File: config.mk
export PLATFORM = sky130hd
export DESIGN_NAME = mem_subword_ctrl
export DESIGN_NICKNAME = d
export VERILOG_FILES = /design/src/rtl/mem_subword_pkg.sv /design/src/rtl/mem_load_ext.sv /design/src/rtl/mem_subword_ctrl.sv
export SDC_FILE = /design/constraint.sdc
export NUM_CORES = 1
export LEC_CHECK = 0
export CAP_MARGIN = 30
export CORE_MARGIN = 1.5
export CORE_UTILIZATION = 47
export DETAILED_ROUTE_END_ITERATION = 12
export PLACE_DENSITY = 0.95
export SYNTH_ARGS = -nofsm -noshare
export SYNTH_HDL_FRONTEND = slang
export SYNTH_SLANG_ARGS = --single-unit
File: constraint.sdc
create_clock -name clk -period 4.32 [get_ports clk]
set_clock_uncertainty 0.15 [all_clocks]
set_input_delay 0.648 -clock clk [delete_from_list [all_inputs] [get_ports clk]]
set_output_delay 0.648 -clock clk [all_outputs]
set_load 0.005 [all_outputs]
File: src/rtl/mem_subword_pkg.sv
// mem_subword_pkg: shared definitions for the sub-word memory controller.
//   - request size encodings (SZ_BYTE, SZ_HALF, SZ_WORD, SZ_ILL)
//   - controller FSM state type with fixed legacy encodings
//   - default access timeout (TIMEOUT_CYC_DEF)
//   - size_misaligned(): accept-time legality check of size vs. address
package mem_subword_pkg;

   localparam logic [1:0] SZ_BYTE = 2'b00;
   localparam logic [1:0] SZ_HALF = 2'b01;
   localparam logic [1:0] SZ_WORD = 2'b10;
   localparam logic [1:0] SZ_ILL  = 2'b11;

   localparam int unsigned TIMEOUT_CYC_DEF = 255;

   typedef enum logic [1:0] {
      ST_IDLE   = 2'd0,
      ST_ACCESS = 2'd1,
      ST_RESP   = 2'd2
   } state_t;

   // 1 when the request can never reach memory: illegal size code,
   // odd halfword address or non word-aligned word address.
   function automatic logic size_misaligned(input logic [1:0] size,
                                            input logic [1:0] off);
      logic bad;
      bad = 1'b0;
      case (size)
         SZ_BYTE: bad = 1'b0;
         SZ_HALF: bad = off[0];
         SZ_WORD: bad = (off != 2'b00);
         default: bad = 1'b1;
      endcase
      return bad;
   endfunction

endpackage

File: src/rtl/mem_load_ext.sv
// mem_load_ext: combinational load-lane extraction and extension.
// Ports:
//   rdata     in  32  raw memory word
//   lane      in  2   byte offset of the access (addr[1:0])
//   size      in  2   SZ_BYTE / SZ_HALF / SZ_WORD
//   is_signed in  1   1 = sign-extend, 0 = zero-extend (ignored for words)
//   data32    out 32  right-justified, extended load data
module mem_load_ext
   import mem_subword_pkg::*;
(
   input  logic [31:0] rdata,
   input  logic [1:0]  lane,
   input  logic [1:0]  size,
   input  logic        is_signed,
   output logic [31:0] data32
);

   logic [15:0] sel;

   always_comb begin
      // Shift the addressed lane down to bit 0; only the low half is needed.
      sel    = 16'(rdata >> {lane, 3'b000});
      data32 = rdata;
      case (size)
         SZ_BYTE: data32 = {{24{is_signed & sel[7]}},  sel[7:0]};
         SZ_HALF: data32 = {{16{is_signed & sel[15]}}, sel[15:0]};
         default: data32 = rdata;
      endcase
   end

endmodule

File: src/rtl/mem_subword_ctrl.sv
// mem_subword_ctrl: single-outstanding byte/half/word load-store controller
// sitting between a valid/ready request port and a word-wide memory port.
// Ports:
//   clk, reset (sync, active-low)
//   req_valid/req_ready, req_we, req_size, req_signed, req_addr, req_wdata
//   rsp_valid, rsp_rdata, rsp_err      one-cycle response strobe
//   mem_en, mem_be, mem_addr, mem_wdata, mem_we, mem_ready, mem_rdata
// Parameter TIMEOUT_CYC (1..1023): ACCESS cycles allowed before abort.
// Optional build macro MEM_SUBWORD_CTRL_TIMEOUT_EN adds the access timeout;
// without it the controller waits for mem_ready indefinitely.
module mem_subword_ctrl
   import mem_subword_pkg::*;
#(
   parameter int unsigned TIMEOUT_CYC = TIMEOUT_CYC_DEF
)(
   input  logic        clk,
   input  logic        reset,
   input  logic        req_valid,
   output logic        req_ready,
   input  logic        req_we,
   input  logic [1:0]  req_size,
   input  logic        req_signed,
   input  logic [31:0] req_addr,
   input  logic [31:0] req_wdata,
   output logic        rsp_valid,
   output logic [31:0] rsp_rdata,
   output logic        rsp_err,
   output logic        mem_en,
   output logic [3:0]  mem_be,
   output logic [31:0] mem_addr,
   output logic [31:0] mem_wdata,
   output logic        mem_we,
   input  logic        mem_ready,
   input  logic [31:0] mem_rdata
);

   if (TIMEOUT_CYC < 1 || TIMEOUT_CYC > 1023) begin : g_bad_timeout
      $error("mem_subword_ctrl: TIMEOUT_CYC out of range 1..1023");
   end

   state_t      state;
   logic        r_we;
   logic [1:0]  r_size;
   logic        r_signed;
   logic [31:0] r_addr;
   logic [31:0] r_wdata;
   logic [31:0] rsp_data_q;
   logic        rsp_err_q;
   logic [31:0] load_data;
   logic        in_access;
   logic [3:0]  be;
   logic [31:0] wdata_rep;

`ifdef MEM_SUBWORD_CTRL_TIMEOUT_EN
   localparam logic [9:0] TO_LAST = 10'(TIMEOUT_CYC - 1);
   logic [9:0] to_cnt;
`endif

   mem_load_ext u_load_ext (
      .rdata     (mem_rdata),
      .lane      (r_addr[1:0]),
      .size      (r_size),
      .is_signed (r_signed),
      .data32    (load_data)
   );

   always_ff @(posedge clk) begin
      if (!reset) begin
         state      <= ST_IDLE;
         r_we       <= 1'b0;
         r_size     <= SZ_BYTE;
         r_signed   <= 1'b0;
         r_addr     <= '0;
         r_wdata    <= '0;
         rsp_data_q <= '0;
         rsp_err_q  <= 1'b0;
`ifdef MEM_SUBWORD_CTRL_TIMEOUT_EN
         to_cnt     <= '0;
`endif
      end else begin
         case (state)
            ST_IDLE: begin
               if (req_valid) begin
                  r_we       <= req_we;
                  r_size     <= req_size;
                  r_signed   <= req_signed;
                  r_addr     <= req_addr;
                  r_wdata    <= req_wdata;
                  rsp_data_q <= '0;
`ifdef MEM_SUBWORD_CTRL_TIMEOUT_EN
                  to_cnt     <= '0;
`endif
                  // Illegal requests skip the memory cycle entirely.
                  if (size_misaligned(req_size, req_addr[1:0])) begin
                     rsp_err_q <= 1'b1;
                     state     <= ST_RESP;
                  end else begin
                     rsp_err_q <= 1'b0;
                     state     <= ST_ACCESS;
                  end
               end
            end
            ST_ACCESS: begin
               if (mem_ready) begin
                  rsp_data_q <= r_we ? '0 : load_data;
                  rsp_err_q  <= 1'b0;
                  state      <= ST_RESP;
               end
`ifdef MEM_SUBWORD_CTRL_TIMEOUT_EN
               else if (to_cnt == TO_LAST) begin
                  rsp_data_q <= '0;
                  rsp_err_q  <= 1'b1;
                  state      <= ST_RESP;
               end else begin
                  to_cnt <= to_cnt + 10'd1;
               end
`endif
            end
            ST_RESP: state <= ST_IDLE;
            default: state <= ST_IDLE;
         endcase
      end
   end

   always_comb begin
      be = 4'b0000;
      case (r_size)
         SZ_BYTE: be = 4'b0001 << r_addr[1:0];
         SZ_HALF: be = 4'b0011 << r_addr[1:0];
         SZ_WORD: be = 4'b1111;
         default: be = 4'b0000;
      endcase
      wdata_rep = r_wdata;
      case (r_size)
         SZ_BYTE: wdata_rep = {4{r_wdata[7:0]}};
         SZ_HALF: wdata_rep = {2{r_wdata[15:0]}};
         default: wdata_rep = r_wdata;
      endcase
   end

   // Memory-side outputs come straight from the request registers, so they
   // cannot change while ACCESS waits for mem_ready.
   assign in_access = (state == ST_ACCESS);
   assign req_ready = (state == ST_IDLE);
   assign mem_en    = in_access;
   assign mem_we    = in_access & r_we;
   assign mem_be    = in_access ? be : 4'b0000;
   assign mem_addr  = in_access ? {r_addr[31:2], 2'b00} : '0;
   assign mem_wdata = in_access ? wdata_rep : '0;
   assign rsp_valid = (state == ST_RESP);
   assign rsp_rdata = (state == ST_RESP) ? rsp_data_q : '0;
   assign rsp_err   = (state == ST_RESP) & rsp_err_q;

endmodule

==> implementation parameters <==
Parameter                              Value

Synthesis
  Sequential share of the synthesized area ... 40.5%
  Cell variety after synth ... 45
  Synthesized flop and latch total ... slightly above 100
  Async set-reset flop share out of synthesis ... 0%
  Area fraction of the dominant cell type after synthesis ... a little over 40%
  Yosys top cell by area ... dfxtp_1
  Main synth FF type ... dfxtp_1
  Synthesized area per cell ... approximately 7.7 um2
  Synth warnings ... 0
  Combined area of all synthesized cells ... slightly above 5000 um2
  Cells after Synth ... about 660
  EDFF count, synth ... 0
  Cells taking the most area after synthesis ... dfxtp_1, nand2_1, a21oi_1, and2_1, mux2i_1

Die
  Core Region ... between 10000 and 15000 um2
  Die W ... about 110 um
  Effective utilization at floorplan ... 48.9%
  Placement Rows ... 37
  Die height ... 107 um
  Io pins ... between 200 and 250
  Die footprint ... 11500 um2

Clocking
  Number of buffers inserted for hold repair after clock tree synthesis ... 0
  Number of buffers on the longest clock path ... 2
  CTS root buf ... clkbuf_8
  Number of sinks on the clock net ... 103
  CTS tree ... done
  Post-CTS setup-driven buffer insertion count ... 0
  CTS H-tree lvls ... 3
  Clock-pin slew reported for the worst setup and hold paths after clock tree synthesis ... about 100 ps
  Number of gates resized after cts ... 0
  Clock buffer count from CTS ... 9
  Clk_lat worst skew ... approximately 360 ps

STA
  Crit share post-route ... slightly above 80%
  Worst Tran Pin Value ... 928 ps
  Final-report setup violation count ... 0
  Slew Limit Headroom ... about two fifths
  Peak Freq ... roughly 280 MHz
  Final-layout setup total negative slack ... 0 ps
  Number of failing hold endpoints at the final stage ... 0
  Worst Setup Slack, final ... around 770 ps
  Post-layout min period ... ~3500 ps
  Setup repair after global routing missed its margin ... false
  Final Max Tran Viols ... 0

Pwr
  Highest ir drop seen on vdd ... approximately 0.23 mV
  Power density relative to cell area ... 280 nW/um2
  Reported leakage power ... 2.65 nW

Final layout
  Layout Area Growth over Synthesis ... 44.4%
  Layout cell share with drive strength beyond 1 ... around 6.4%
  Post-route design area ... between 7000 and 8000 um2
  Post-route core utilization ... between 70 and 80%
  Post-route insts no fill ... 974
  Fin nets ... between 900 and 1000
  Antenna diodes ... 0

Detailed routing
  Total wire length after detailed routing ... ~16000 um
  Number of vias per cell ... approximately 5.4
  Residual DRC ... 0
  Antenna Nets Post-Route ... 0
  DR WL/cell ... around 16 um
  1st-pass router iterations ... 5
  Violation count after the first detailed-route iteration ... roughly 330
  Via count ... between 5000 and 6000

Job
  Max-cap viol count ... 0

Placement
  Post-DP HPWL ... between 10000 and 15000 um
  RD Place Congestion ... roughly 0.89
  Placed cells ... ~960
  Area post-placement ... between 7000 and 8000 um2
  IO buf count ... between 200 and 250
  Post-placement worst setup slack ... between 1000 and 1500 ps

Setup path
  Worst setup path class ... register to output port
  Endpoint type of the worst setup path ... output port
  Startpoint types ... register
  Required time at the endpoint of the critical path ... between 3000 and 4000 ps
  Worst EP arrival ... 2750 ps
  Critical-path maximum fanout ... 41

Run status
  Run status ... finished, final reports clean

Global route
  Final global-route overflow total ... 0
  Number of global-route vias before repair ... slightly above 5000
  Global Route Usage Sum ... a little over a quarter
  Pin count of the biggest net entering global routing ... 45
  Antenna violations before repair ... 0
  Global-route wire length before repair ... 24800 um

Hold path
  Worst hold path class ... register to register
[routing by layer]
| metal | vias up | share of wire (%) | wire (um) | global-route usage (%) |
|---|---|---|---|---|
| li1 | 2554 | - | - | - |
| met1 | 2413 | 41 | 6330 | 32.3 |
| met2 | 227 | 48 | 7540 | 46.9 |
| met3 | 32 | 8.0 | 1240 | 6.87 |
| met4 | 0 | 3.0 | 461 | 11.0 |
| met5 | - | 0 | 0 | 0 |
[layout by cell type, fill, tap and decap left out, types with 2 or more instances in the layout]
| cell | count |
|---|---|
| nor2_1 | 39 |
| and2_2 | 2 |
| o221ai_1 | 2 |
| buf_4 | 7 |
| nor3_1 | 2 |
| a211oi_1 | 7 |
| inv_1 | 4 |
| mux2i_1 | 24 |
| o21a_1 | 2 |
| clkinv_4 | 2 |
| conb_1 | 2 |
| clkbuf_1 | 2 |
| o21ai_0 | 13 |
| mux2_2 | 3 |
| a2bb2oi_1 | 4 |
| nand2_1 | 172 |
| a222oi_1 | 5 |
| a22oi_1 | 2 |
| dfxtp_1 | 102 |
| nand2b_1 | 7 |
| a221o_2 | 16 |
| a21oi_1 | 104 |
| clkbuf_8 | 10 |
| clkdlybuf4s50_1 | 206 |
| o22a_1 | 2 |
| or2_2 | 2 |
| and2_1 | 72 |
[power by group]
part           switching, mW  internal [mW]  total [mW]
combinational          0.192          0.191       0.384
sequential            0.0484          0.998        1.05
clock                  0.341          0.287       0.628
[per-stage QoR]
stage	hold slack [ps]	power, mW
final	290	2.06
after global routing	315	2.15
after CTS	292	2.06
after detailed placement	276	1.45
after global placement	271	1.43
after floorplan	257	1.26
[kinds of logic (layout without fill, tap and decap cells)]
logic type / Yosys count / count (layout) / share of synthesized area, %
AND/OR/NAND/NOR: 305 / 305 / 27.4
AO/OA/AOI/OAI: 164 / 164 / 20.6
flip-flops: 103 / 103 / 40.5
buffers and inverters: 61 / 235 / 5.38
multiplexers: 28 / 28 / 5.83
other: 1 / 2 / 0.0737
XOR/XNOR: 1 / 1 / 0.172
[critical path, stage by stage, from the launching register on]
cell and delay, ps:
dfxtp_1 420, or2b_1 560, inv_1 140, buf_4 320
nand2_1 220, nor2_1 180, clkdlybuf4s50_1 560
[synth_stat cells, types with 4 or more instances]
| cell | number |
|---|---|
| buf_2 | 9 |
| a211oi_1 | 7 |
| nand2_1 | 173 |
| a21oi_1 | 104 |
| a222oi_1 | 5 |
| inv_1 | 4 |
| dfxtp_1 | 103 |
| o21ai_0 | 13 |
| nor2_1 | 39 |
| nand2b_1 | 7 |
| a2bb2oi_1 | 4 |
| and2_1 | 73 |
| buf_1 | 8 |
| clkbuf_1 | 33 |
| mux2i_1 | 24 |
| a221o_2 | 16 |
[flip-flops by register name, summed over array words and instances (netlist names)]
register    count
r_addr         32
r_wdata        32
rsp_data_q     32
r_size          2
state           2
r_signed        1
r_we            1
rsp_err_q       1
[layout make-up]
| type | instances | area [um2] |
|---|---|---|
| Clock buffer | 12 | 145 |
| Clock inverter | 4 | 55.1 |
| Fill cell | 837 | 3070 |
| Inverter | 5 | 18.8 |
| Multi-Input combinational cell | 500 | 2760 |
| Sequential cell | 103 | 2060 |
| Tap cell | 136 | 170 |
| Timing Repair Buffer | 214 | 2130 |
[path summary, 6_finish.rpt]
check,cells past startpoint,to,from,slack [ps]
setup / recovery,6,mem_be[1],state[0]$_SDFFE_PN0P_,770
hold / removal,2,rsp_data_q[3]$_SDFFE_PN0P_,rsp_data_q[3]$_SDFFE_PN0P_,290
setup reg to reg,3,rsp_data_q[27]$_SDFFE_PN0P_,r_size[0]$_SDFFE_PN0P_,1680
hold reg to reg,2,rsp_data_q[3]$_SDFFE_PN0P_,rsp_data_q[3]$_SDFFE_PN0P_,290
Power figures use the tool's default switching activity.
==> RTL edit, RTL diff (same flow settings) <==
Encoding of `state_t`: now one-hot (3 bits for 3 states).
--- a/src/rtl/mem_subword_pkg.sv
+++ b/src/rtl/mem_subword_pkg.sv
@@ -13,8 +13,8 @@
    localparam int unsigned TIMEOUT_CYC_DEF = 255;
 
-   typedef enum logic [1:0] {
-      ST_IDLE   = 2'd0,
-      ST_ACCESS = 2'd1,
-      ST_RESP   = 2'd2
+   typedef enum logic [2:0] {
+      ST_IDLE   = 3'b001,
+      ST_ACCESS = 3'b010,
+      ST_RESP   = 3'b100
    } state_t;
 
Formal check against the unedited RTL: no difference found for any inputs over 10 cycles, from zero or initial values and one cycle with reset low; not proved beyond that.
==> RTL edit against the original RTL <==
  * Power fell by 3.6%
  * Design area increased by 2.4%
  * Routed wire length is 0.80% higher
  * Register-to-register slack got worse by 0.36 ns
  * Cell count rose by 0.51%
  * Synthesized area is 2.7% higher
  * Sequential cell count up 1
  * Worst setup slack got worse by 0.30 ns
  * Critical endpoint is now mem_be[3]
  * Largest cell class unchanged
==> RTL edit: results (changes against the original RTL) <==
| Metric | Value |
|---|---|
| Slowest CP cell | inv_1 |
| Dpl ws | 0.840 ns (-0.306 ns) |
| HPWL after DPL | 11.3 mm (+0.42%) |
| DRT iter0 DRCs | 293 (-11%) |
| Postcts setup bufs | 0 (unchanged) |
| Vias | 5296 (+1.3%) |
| FILL cells | 886 (+5.9%) |
| Synth top area share | 0.398 (-0.00675) |
| Fin cells | 979 (+0.51%) |
| Grt met2 use | 0.451 (-0.0176) |
| GR Util met1 | 0.316 (-0.00750) |
| Register area | 2080 um^2 (+0.97%) |
| Final period demand of the worst path | 3.85 ns (+0.303 ns) |
| R2r setup slk | 1.32 ns (-0.36 ns) |
| Pwr dens | 264 nW/um^2 (-5.9%) |
| Largest net degree at the start of global routing | 52 (+16%) |
| Synth top area cells | dfxtp_1 (40%), nand2_1 (11%), a21boi_0 (9.8%), and2_1 (8.9%), mux2i_1 (4.4%) |
| Placement Cell Area | 7320 um^2 (+2.5%) |
| Inst Count DP | 962 (+0.42%) |
| Compound-cell area share of the yosys netlist | 0.237 (+0.0310) |
| First-pass GRT wire length | 24.5 mm (-1.4%) |
| Psw | 0.582 mW (+0.12%) |
| Hold_ws | 0.314 ns (+0.0232 ns) |
| Rel. slew slack | 0.285 (-0.0958) |
| Routability congestion estimate | 0.869 (-2.1%) |
| Worst IR Drop VDD | 0.000200 V (-13%) |
| Data arrival, critical path | 3.05 ns (+0.30 ns) |
| Synth unique cells | 41 (-8.9%) |
| Most frequent cells after synthesis | nand2_1 (159), dfxtp_1 (104), and2_1 (74) |
| Worst-path maximum fanout | 29 (-29%) |
| Outcome | finished clean |
| Synth Area in XOR/XNOR | 0.00168 (-0.0000449) |
| Clk power | 0.590 mW (-6.1%) |
| P_leak | 2.67 nW (+0.39%) |
| Met3 GRT Util | 0.0717 (+0.00304) |
| Post-Synthesis Cells | 661 (-0.30%) |
| Hold depth | 2 (unchanged) |
| Sequential cell area fraction in the yosys report | 0.398 (-0.00675) |
| Total track usage | 0.265 (-0.00824) |
| Detailed Route WL | 15.7 mm (+0.80%) |
| Final net count | 938 (+0.11%) |
| Reg2reg path depth | 4 (+1) |
| Post-synthesis mux area share | 0.0484 (-0.00990) |
RTL edit: layout make-up:
class / instances / area share
clock buffer: 10 / 0.0170
clock inverter: 6 / 0.00815
inverter: 4 / 0.00200
multi-input combinational: 498 / 0.387
sequential: 104 / 0.277
tap: 140 / 0.0233
timing repair buffer: 217 / 0.286
RTL edit: worst paths after layout:
path                                start                           to
setup reg to reg   r_addr[0]$_SDFFE_PN0P_  rsp_data_q[19]$_SDFFE_PN0P_
hold reg to reg   r_addr[16]$_SDFFE_PN0P_      r_addr[16]$_SDFFE_PN0P_
hold / removal    r_addr[16]$_SDFFE_PN0P_      r_addr[16]$_SDFFE_PN0P_
setup / recovery    state[1]$_SDFFE_PN0P_                    mem_be[3]
RTL edit: tightest hold or removal path, stage by stage, from the launching register on:
cell and delay, ns:
dfxtp_1 0.32, nand2_1 0.04, a21boi_0 0.06
RTL edit: layer usage:
layer  vias to the layer above  share of wire
li1                       2564              -
met1                      2484           0.40
met2                       215           0.49
met3                        33          0.082
met4                         0          0.028
met5                         -              0
